`src/rtl/rv32i_types.sv`:
```
// Shared types for the RV32I control pipeline: the decoded control word, stage
// record, forwarding selects and the helpers that say which sources an opcode reads.
package rv32i_types;

  localparam int RIDX_W = 5;

  typedef enum logic [6:0] {
    op_lui   = 7'b0110111,
    op_auipc = 7'b0010111,
    op_jal   = 7'b1101111,
    op_jalr  = 7'b1100111,
    op_br    = 7'b1100011,
    op_load  = 7'b0000011,
    op_store = 7'b0100011,
    op_imm   = 7'b0010011,
    op_reg   = 7'b0110011,
    op_csr   = 7'b1110011
  } rv32i_opcode;

  typedef struct packed {
    rv32i_opcode opcode;
    logic [2:0]  funct3;
    logic [3:0]  aluop;
    logic        alu_src_imm;
    logic        mem_read;
    logic        mem_write;
    logic        load_regfile;
  } rv32i_control_word;

  typedef enum logic [1:0] {
    FWD_RF  = 2'd0,
    FWD_MEM = 2'd1,
    FWD_WB  = 2'd2
  } fwd_sel_t;

  typedef struct packed {
    logic              valid;
    rv32i_control_word ctrl;
    logic [RIDX_W-1:0] rd;
    logic [RIDX_W-1:0] rs1;
    logic [RIDX_W-1:0] rs2;
  } stage_t;

  typedef enum logic [1:0] {
    ACT_ADVANCE,
    ACT_HOLD,
    ACT_FLUSH,
    ACT_BUBBLE
  } pipe_act_t;

  function automatic logic uses_rs1(input rv32i_opcode op);
    return !(op == op_lui || op == op_auipc || op == op_jal);
  endfunction

  function automatic logic uses_rs2(input rv32i_opcode op);
    return (op == op_br || op == op_store || op == op_reg);
  endfunction

endpackage

```
`src/rtl/hazard_unit.sv`:
```
// Combinational hazard detection (load-use, or any RAW when forwarding is off)
// and EX operand forwarding selects.
module hazard_unit
  import rv32i_types::*;
#(
  parameter int REG_IDX_W = RIDX_W,
  parameter bit FWD_EN    = 1'b1
) (
  input  logic                 i_id_valid,
  input  logic [REG_IDX_W-1:0] i_id_rs1,
  input  logic [REG_IDX_W-1:0] i_id_rs2,
  input  logic                 i_ex_valid,
  input  logic                 i_ex_mem_read,
  input  logic                 i_ex_load_rf,
  input  logic [REG_IDX_W-1:0] i_ex_rd,
  input  logic [REG_IDX_W-1:0] i_ex_rs1,
  input  logic [REG_IDX_W-1:0] i_ex_rs2,
  input  logic                 i_mem_valid,
  input  logic                 i_mem_load_rf,
  input  logic [REG_IDX_W-1:0] i_mem_rd,
  input  logic                 i_wb_valid,
  input  logic                 i_wb_load_rf,
  input  logic [REG_IDX_W-1:0] i_wb_rd,
  output logic                 o_stall_req,
  output fwd_sel_t             o_fwd_a,
  output fwd_sel_t             o_fwd_b
);

  // ID sources arrive already masked to zero when the opcode does not read them
  function automatic logic id_reads(input logic [REG_IDX_W-1:0] r,
                                    input logic [REG_IDX_W-1:0] a,
                                    input logic [REG_IDX_W-1:0] b);
    return (r != '0) && ((a == r) || (b == r));
  endfunction

  logic w_ex_writes, w_mem_writes, w_wb_writes;
  logic w_reads_ex, w_reads_mem;
  logic w_load_use, w_raw;

  assign w_ex_writes  = i_ex_valid & i_ex_load_rf & (i_ex_rd != '0);
  assign w_mem_writes = i_mem_valid & i_mem_load_rf & (i_mem_rd != '0);
  assign w_wb_writes  = i_wb_valid & i_wb_load_rf & (i_wb_rd != '0);

  assign w_reads_ex  = id_reads(i_ex_rd, i_id_rs1, i_id_rs2);
  assign w_reads_mem = id_reads(i_mem_rd, i_id_rs1, i_id_rs2);

  assign w_load_use = i_id_valid & i_ex_valid & i_ex_mem_read & w_reads_ex;
  assign w_raw      = i_id_valid & ((w_ex_writes & w_reads_ex) | (w_mem_writes & w_reads_mem));

  always_comb begin
    o_stall_req = w_load_use;
    o_fwd_a     = FWD_RF;
    o_fwd_b     = FWD_RF;
    if (FWD_EN) begin
      if (w_mem_writes && i_mem_rd == i_ex_rs1)     o_fwd_a = FWD_MEM;
      else if (w_wb_writes && i_wb_rd == i_ex_rs1)  o_fwd_a = FWD_WB;
      if (w_mem_writes && i_mem_rd == i_ex_rs2)     o_fwd_b = FWD_MEM;
      else if (w_wb_writes && i_wb_rd == i_ex_rs2)  o_fwd_b = FWD_WB;
    end else begin
      o_stall_req = w_load_use | w_raw;
    end
  end

endmodule

```
`src/rtl/ctrl_pipe.sv`:
```
// EX/MEM/WB control pipeline registers with stall, redirect-flush and load-use
// bubble priority; hazard and forwarding decisions come from hazard_unit.
module ctrl_pipe
  import rv32i_types::*;
#(
  parameter int REG_IDX_W = RIDX_W,
  parameter bit FWD_EN    = 1'b1
) (
  input  logic                 clk,
  input  logic                 rst_n,
  input  logic                 id_valid,
  input  rv32i_control_word    id_ctrl,
  input  logic [REG_IDX_W-1:0] id_rd,
  input  logic [REG_IDX_W-1:0] id_rs1,
  input  logic [REG_IDX_W-1:0] id_rs2,
  input  logic                 mem_stall,
  input  logic                 ex_redirect,
  output logic                 id_stall,
  output logic                 flush_if_id,
  output logic                 ex_valid,
  output logic                 mem_valid,
  output logic                 wb_valid,
  output rv32i_control_word    ex_ctrl,
  output rv32i_control_word    mem_ctrl,
  output rv32i_control_word    wb_ctrl,
  output logic [REG_IDX_W-1:0] ex_rd,
  output logic [REG_IDX_W-1:0] mem_rd,
  output logic [REG_IDX_W-1:0] wb_rd,
  output logic [1:0]           fwd_a_sel,
  output logic [1:0]           fwd_b_sel,
  output logic                 wb_we
);

  stage_t                 r_ex;
  logic                   r_mem_valid, r_wb_valid;
  rv32i_control_word      r_mem_ctrl, r_wb_ctrl;
  logic [REG_IDX_W-1:0]   r_mem_rd, r_wb_rd;

  stage_t                 w_id_s;
  pipe_act_t              w_act;
  logic                   w_stall_req;
  fwd_sel_t               w_fwd_a, w_fwd_b;

  // Invalid entries carry an all-zero record; unread sources are zeroed so
  // they can neither trigger a hazard nor pick up a forward later in EX.
  always_comb begin
    w_id_s = '0;
    if (id_valid) begin
      w_id_s.valid = 1'b1;
      w_id_s.ctrl  = id_ctrl;
      w_id_s.rd    = id_rd;
      w_id_s.rs1   = uses_rs1(id_ctrl.opcode) ? id_rs1 : '0;
      w_id_s.rs2   = uses_rs2(id_ctrl.opcode) ? id_rs2 : '0;
    end
  end

  hazard_unit #(
    .REG_IDX_W (REG_IDX_W),
    .FWD_EN    (FWD_EN)
  ) u_hazard (
    .i_id_valid    (w_id_s.valid),
    .i_id_rs1      (w_id_s.rs1),
    .i_id_rs2      (w_id_s.rs2),
    .i_ex_valid    (r_ex.valid),
    .i_ex_mem_read (r_ex.ctrl.mem_read),
    .i_ex_load_rf  (r_ex.ctrl.load_regfile),
    .i_ex_rd       (r_ex.rd),
    .i_ex_rs1      (r_ex.rs1),
    .i_ex_rs2      (r_ex.rs2),
    .i_mem_valid   (r_mem_valid),
    .i_mem_load_rf (r_mem_ctrl.load_regfile),
    .i_mem_rd      (r_mem_rd),
    .i_wb_valid    (r_wb_valid),
    .i_wb_load_rf  (r_wb_ctrl.load_regfile),
    .i_wb_rd       (r_wb_rd),
    .o_stall_req   (w_stall_req),
    .o_fwd_a       (w_fwd_a),
    .o_fwd_b       (w_fwd_b)
  );

  always_comb begin
    w_act = ACT_ADVANCE;
    if (mem_stall)        w_act = ACT_HOLD;
    else if (ex_redirect) w_act = ACT_FLUSH;
    else if (w_stall_req) w_act = ACT_BUBBLE;
  end

  always_ff @(posedge clk or negedge rst_n) begin
    if (!rst_n) begin
      r_ex        <= '0;
      r_mem_valid <= 1'b0;
      r_mem_ctrl  <= '0;
      r_mem_rd    <= '0;
      r_wb_valid  <= 1'b0;
      r_wb_ctrl   <= '0;
      r_wb_rd     <= '0;
    end else if (w_act != ACT_HOLD) begin
      r_wb_valid  <= r_mem_valid;
      r_wb_ctrl   <= r_mem_ctrl;
      r_wb_rd     <= r_mem_rd;
      r_mem_valid <= r_ex.valid;
      r_mem_ctrl  <= r_ex.ctrl;
      r_mem_rd    <= r_ex.rd;
      r_ex        <= (w_act == ACT_ADVANCE) ? w_id_s : '0;
    end
  end

  assign id_stall    = (w_act == ACT_HOLD) || (w_act == ACT_BUBBLE);
  assign flush_if_id = (w_act == ACT_FLUSH);
  assign ex_valid    = r_ex.valid;
  assign ex_ctrl     = r_ex.ctrl;
  assign ex_rd       = r_ex.rd;
  assign mem_valid   = r_mem_valid;
  assign mem_ctrl    = r_mem_ctrl;
  assign mem_rd      = r_mem_rd;
  assign wb_valid    = r_wb_valid;
  assign wb_ctrl     = r_wb_ctrl;
  assign wb_rd       = r_wb_rd;
  assign fwd_a_sel   = w_fwd_a;
  assign fwd_b_sel   = w_fwd_b;
  assign wb_we       = r_wb_valid & r_wb_ctrl.load_regfile & (r_wb_rd != '0);

  // A load still in MEM has no data yet, so it must never be a forward source
  a_no_fwd_from_load: assert property (@(posedge clk) disable iff (!rst_n)
    !(r_mem_ctrl.mem_read && (fwd_a_sel == 2'b01 || fwd_b_sel == 2'b01)));

endmodule

```
`config.mk`:
```
export PLATFORM = sky130hd
export DESIGN_NAME = ctrl_pipe
export DESIGN_NICKNAME = d
export VERILOG_FILES = /design/src/rtl/rv32i_types.sv /design/src/rtl/hazard_unit.sv /design/src/rtl/ctrl_pipe.sv
export SDC_FILE = /design/constraint.sdc
export NUM_CORES = 1
export LEC_CHECK = 0
export ABC_AREA = 1
export BUFFER_PORTS_ARGS = -buffer_cell sky130_fd_sc_hd__clkbuf_2
export CAP_MARGIN = 25
export CORE_ASPECT_RATIO = 1.2
export CORE_UTILIZATION = 38
export DETAILED_ROUTE_END_ITERATION = 16
export PLACE_DENSITY = 0.71
export SYNTH_ARGS = -nofsm -noshare
export SYNTH_HDL_FRONTEND = slang
export SYNTH_SLANG_ARGS = --single-unit
```
`constraint.sdc`:
```
create_clock -name clk -period 3.5 [get_ports clk]
set_input_delay 0.525 -clock clk [delete_from_list [all_inputs] [get_ports clk]]
set_output_delay 0.525 -clock clk [all_outputs]
set_load 0.02 [all_outputs]
```
Word-level counts from Yosys, hierarchy flattened. Cells that the tools add are included.

Input port bits: 38. Flip-flop bits (word level): 82.

Reductions and logical operators: 15. Bitwise logic cells: 7. Equal/unequal tests: 16. Multiplexer cells: 11.

Operators by type and width (count): $mux W34 (2); $eq A5 B5 Y1 (6); $eq A7 B6 Y1 const B (3); $reduce_bool A5 Y1 (3); $eq A7 B7 Y1 const B (2); $mux W2 (7); $mux W5 (2); $and A1 B1 Y1 (7); $eq A7 B5 Y1 const B (1); $logic_or A1 B1 Y1 (6); $logic_and A1 B1 Y1 (5); $eq A2 B2 Y1 const B (2); $eq A2 B1 Y1 const B (1); $logic_not A2 Y1 (1); $ne A2 B1 Y1 const B (1).

Depth between registers and ports, before layout.
Depth after elaboration: 14. Gate-level depth with buffers: 15.

Modules after synthesis. Synthesis repeated with hierarchy kept, for this count alone.

Cells, all modules: 511. Area total of the unflattened synthesis: 3975.1 um^2.

Modules (own cells, without submodules): ctrl_pipe (cells an instance 383, instances 1, area an instance 3407.0 um^2); hazard_unit (cells an instance 128, instances 1, area an instance 568.0 um^2).

Least setup slack after synthesis. No wires, ideal clock.

Kind: register to output. From: reg r_mem_rd[4], in the netlist mem_rd[4]. To: out fwd_b_sel[1]. Data arrival time: 1796 ps. Path slack: 1179 ps. Stages on the path, launching flop included: 6. Data required time: 2975 ps. Cells stage by stage: dfrtp_1 -> inv_1 -> nand3_1 -> o311ai_0 -> nor4_1 -> nor3_1.

Longest elaborated chain between the ends: 4. Elaborated cells on any way between the ends: 5. Classes of those cells: eq/ne: 1; mux: 1; bitwise: 1; reduce/logical: 2.

Ends and longest elaborated chain: start: declaration (line ctrl_pipe.sv:37) `logic [REG_IDX_W-1:0] r_mem_rd, r_wb_rd;`; start signal: assignment (line ctrl_pipe.sv:103) `r_mem_rd <= r_ex.rd;`; $reduce_bool A5 Y1 (line hazard_unit.sv:41) `assign w_mem_writes = i_mem_valid & i_mem_load_rf & (i_mem_rd != '0);`; $and A1 B1 Y1 (line hazard_unit.sv:41); $logic_and A1 B1 Y1 (*) (line hazard_unit.sv:57) `if (w_mem_writes && i_mem_rd == i_ex_rs2) o_fwd_b = FWD_MEM;`; $mux W2 (*) (line hazard_unit.sv:57); end: declaration (line ctrl_pipe.sv:30) `output logic [1:0] fwd_b_sel,`.

Every way passes the cells marked *; elsewhere a longest branch is shown, timed or not.

Worst setup path after layout.
From: in id_valid. To: out id_stall.

Longest elaborated chain between the ends: 10. Elaborated cells on any way between the ends: 14. Classes of those cells: eq/ne: 4; mux: 4; bitwise: 3; reduce/logical: 3.

Ends and longest elaborated chain: start: declaration (line ctrl_pipe.sv:11) `input logic id_valid,`; $mux W34 (*) (line ctrl_pipe.sv:48) `if (id_valid) begin`; $eq A5 B5 Y1 (line hazard_unit.sv:33) `return (r != '0) && ((a == r) || (b == r));`; $logic_or A1 B1 Y1 (line hazard_unit.sv:33); $logic_and A1 B1 Y1 (line hazard_unit.sv:33); $and A1 B1 Y1 (*) (line hazard_unit.sv:47) `assign w_load_use = i_id_valid & i_ex_valid & i_ex_mem_read & w_reads_ex;`; $mux W2 (*) (line ctrl_pipe.sv:85) `else if (w_stall_req) w_act = ACT_BUBBLE;`; $mux W2 (*) (line ctrl_pipe.sv:84) `else if (ex_redirect) w_act = ACT_FLUSH;`; $mux W2 (*) (line ctrl_pipe.sv:83) `if (mem_stall) w_act = ACT_HOLD;`; $eq A2 B1 Y1 / $eq A2 B2 Y1 (equally long branches) (line ctrl_pipe.sv:108) `assign id_stall = (w_act == ACT_HOLD) || (w_act == ACT_BUBBLE);`; $logic_or A1 B1 Y1 (*) (line ctrl_pipe.sv:108); end: declaration (line ctrl_pipe.sv:18) `output logic id_stall,`.

Marked as above.

==> summary.txt <==
Synthesis
  – Synth Net Count: 560
  – FFs w/ async S/R, synth: 100%
  – Flops & latches, synth: a little over 80
  – Syn avg cell area: 8.45 um^2
  – Post-synthesis sequential area ratio: 46.5%
  – Count leader, synth: nand2_1
  – Commonest cells post-synth: nand2_1, dfrtp_1, inv_1, nand3_2, o21ai_0
  – Post-synthesis instance area: approximately 4400 um^2
  – Post-Syn Instances: 522
  – Primary FF master, synth: dfrtp_1
  – Post-synth EDFFs: 0
  – Post-synth top area share: between 40% and 50%
  – Synth area leaders: dfrtp_1, nand2_1, nand3_2
  – Warnings from Yosys: 0
  – Yosys cell types: 31
  – Dominant cell type by area after synthesis: dfrtp_1

Worst setup path
  – Critical path class: in -> out
  – Crit-path max FO: 35
  – R2R Setup Slk: 1.85 ns
  – CP endpoint kind: primary output
  – Startpoint class of the critical path: primary input
  – CP required: between 2 and 3 ns
  – Crit path arrival time: around 2.4 ns

Finish
  – # diodes: 0
  – Area grow syn2layout: 19.8%
  – Multi-input combinational cell area: between 1500 and 2000 um^2
  – Layout cell share with drive strength beyond 1: around a third
  – Filler cell count in the final layout: between 1,000 and 1,500
  – Layout Nets: 644
  – FF+latch area: slightly above 2000 um^2
  – Final core utilization: 47.2%

Detailed routing
  – # DRC: 0
  – Routed length per placed instance: approximately 14 um
  – 1st-iter DRT viols: about 130
  – Post-DRT Antenna Nets: 0
  – Drt first pass iters: 4
  – Via count: 3,543
  – Overall routed net length: about 10,000 um
  – DR vias/cell: between 4 and 5

Status
  – Status: completed

Timing
  – Final Hold Vio Count: 0
  – Max_slew headroom: a little under three fifths
  – Endpoints failing setup: 0
  – Max Clock Freq: between 300 and 400 MHz
  – Fin crit period: between 2 and 3 ns
  – Actual slew at the worst max-slew pin: between 0.6 and 0.7 ns
  – Share of the clock period used by the worst path: between 80% and 90%
  – Unrepaired setup endpoints after global routing: no
  – Setup_tns: 0 ns
  – Final hold slack: 0.0338 ns
  – Fin. max-slew vios: 0
  – Clock skew: approximately 0.0070 ns

Clock tree
  – Sink Count: 82
  – Post-CTS Setup Inserts: 0
  – Resized Gates After CTS: 0
  – Longest Clk Path Bufs: 2
  – TritonCTS clock tree: done
  – Total CTS buffers: 9
  – CTS Hold Bufs: 0
  – Worst skew pair latency: approximately 0.34 ns
  – Root Driver: clkbuf_16
  – H-tree levels: 3
  – Clock transition time at the flip-flop clock pins of the worst setup and hold paths: ~0.06 ns

Floorplan
  – Die Y: roughly 120 um
  – Die area: ~12,000 um^2
  – Row cnt: 42
  – Initial core utilization: ~40%
  – Core area: 11,200 um^2
  – # IOs: roughly 120
  – Die width: roughly 100 um

Power
  – VDD IR max: 199 uV
  – Total design power: ~2.6 mW
  – Leakage: 3.03 nW
  – Power Dens Cells: between 400 and 500 nW/um^2

GRT
  – GR Util met1: 23.3%
  – Initial antenna violation count: 0
  – First-pass GRT wire length: between 15,000 and 20,000 um
  – Grt ovf: 0
  – GR Layer Usage met3: 3.61%
  – Top Usage Layer GRT: met2
  – Vias in the first global route: approximately 3,400
  – GRT Util Overall: a little under a fifth
  – Largest net degree at the start of global routing: between 80 and 90
  – Routing usage on met2: a little under a third

Place
  – Final Wtd Congestion: around 0.87
  – Hpwl dp: 7670 um
  – Port bufs: 116

Job
  – Max-cap violation count: 0

Hold path
  – Hold WC Path Type: in -> async
[routing by layer]
metal	vias up	wire length, um
met5	-	0
met4	0	277
met3	21	397
met2	88	5150
met1	1660	4580
li1	1774	-
[cell usage in the layout (no fill, tap or decap), types with 9 or more instances in the layout]
cell / count
a21oi_1: 19
clkbuf_16: 9
clkbuf_2: 114
dfrtp_1: 82
inv_1: 68
nand2_1: 143
nand3_1: 17
nand3_2: 34
nand4_1: 10
nor2_1: 24
o21ai_0: 27
xnor2_1: 10
xor2_1: 11
[final timing paths]
kind / startpoint / end / cells past startpoint
setup / recovery: id_valid / id_stall / 12
hold / removal: rst_n / mem_rd[3] / 1
setup reg to reg: ex_rd[3] / ex_ctrl[14] / 9
hold reg to reg: wb_ctrl[7] / wb_ctrl[7] / 2
max in group asynchronous: rst_n / wb_ctrl[4] / 2
min in group clk: wb_ctrl[7] / wb_ctrl[7] / 2
[cell type report]
class	count	share of cell area, %
multi-input cells	323	33.9
flip-flops and latches	82	38.8
clock inverters	7	2.34
repair buffers	121	12.2
inverters	69	4.90
well taps	154	3.65
clock buffers	9	4.26
[flip-flops by register name (all words and copies together), names as in the netlist]
| signal | count |
|---|---|
| ex_ctrl | 18 |
| ex_rd | 5 |
| ex_valid | 1 |
| mem_ctrl | 18 |
| mem_rd | 5 |
| mem_valid | 1 |
| r_ex | 10 |
| wb_ctrl | 18 |
| wb_rd | 5 |
| wb_valid | 1 |
[where the power goes]
group	switching [mW]	internal, mW
sequential	0.0674	1.02
clock	0.401	0.706
combinational	0.289	0.149
total	0.757	1.88
[per-stage QoR]
| step | setup WS (ns) | instance area [um^2] | instances |
|---|---|---|---|
| CTS | 0.551 | 5260 | 764 |
| detailed placement | 0.562 | 4910 | 748 |
| global placement | 0.656 | 4910 | 748 |
| finish | 0.548 | 5290 | 765 |
| global route | 0.336 | 5290 | 765 |
| floorplan | 1.18 | 4410 | 522 |
[logic make-up after synthesis]
logic type                after synthesis  synth area share [%]
AOI/OAI and AO/OA                      50                  6.41
muxes                                   2                 0.510
and+or+nand+nor                       250                  29.3
buffers and inverters                 117                  13.1
DFF                                    82                  46.5
xor gates and xnor gates               21                  4.17
[worst max-delay path, stage by stage]
cell and delay (ns):
clkbuf_2 0.30, nand3_2 0.14, a21oi_4 0.25, nand3_1 0.17
nand2_1 0.09, nand2_1 0.06, nor2_2 0.11, nand3_2 0.11
nand2_4 0.10, nand2_8 0.19, o21bai_4 0.19, clkbuf_2 0.18
(Power assumes the default switching activity.)
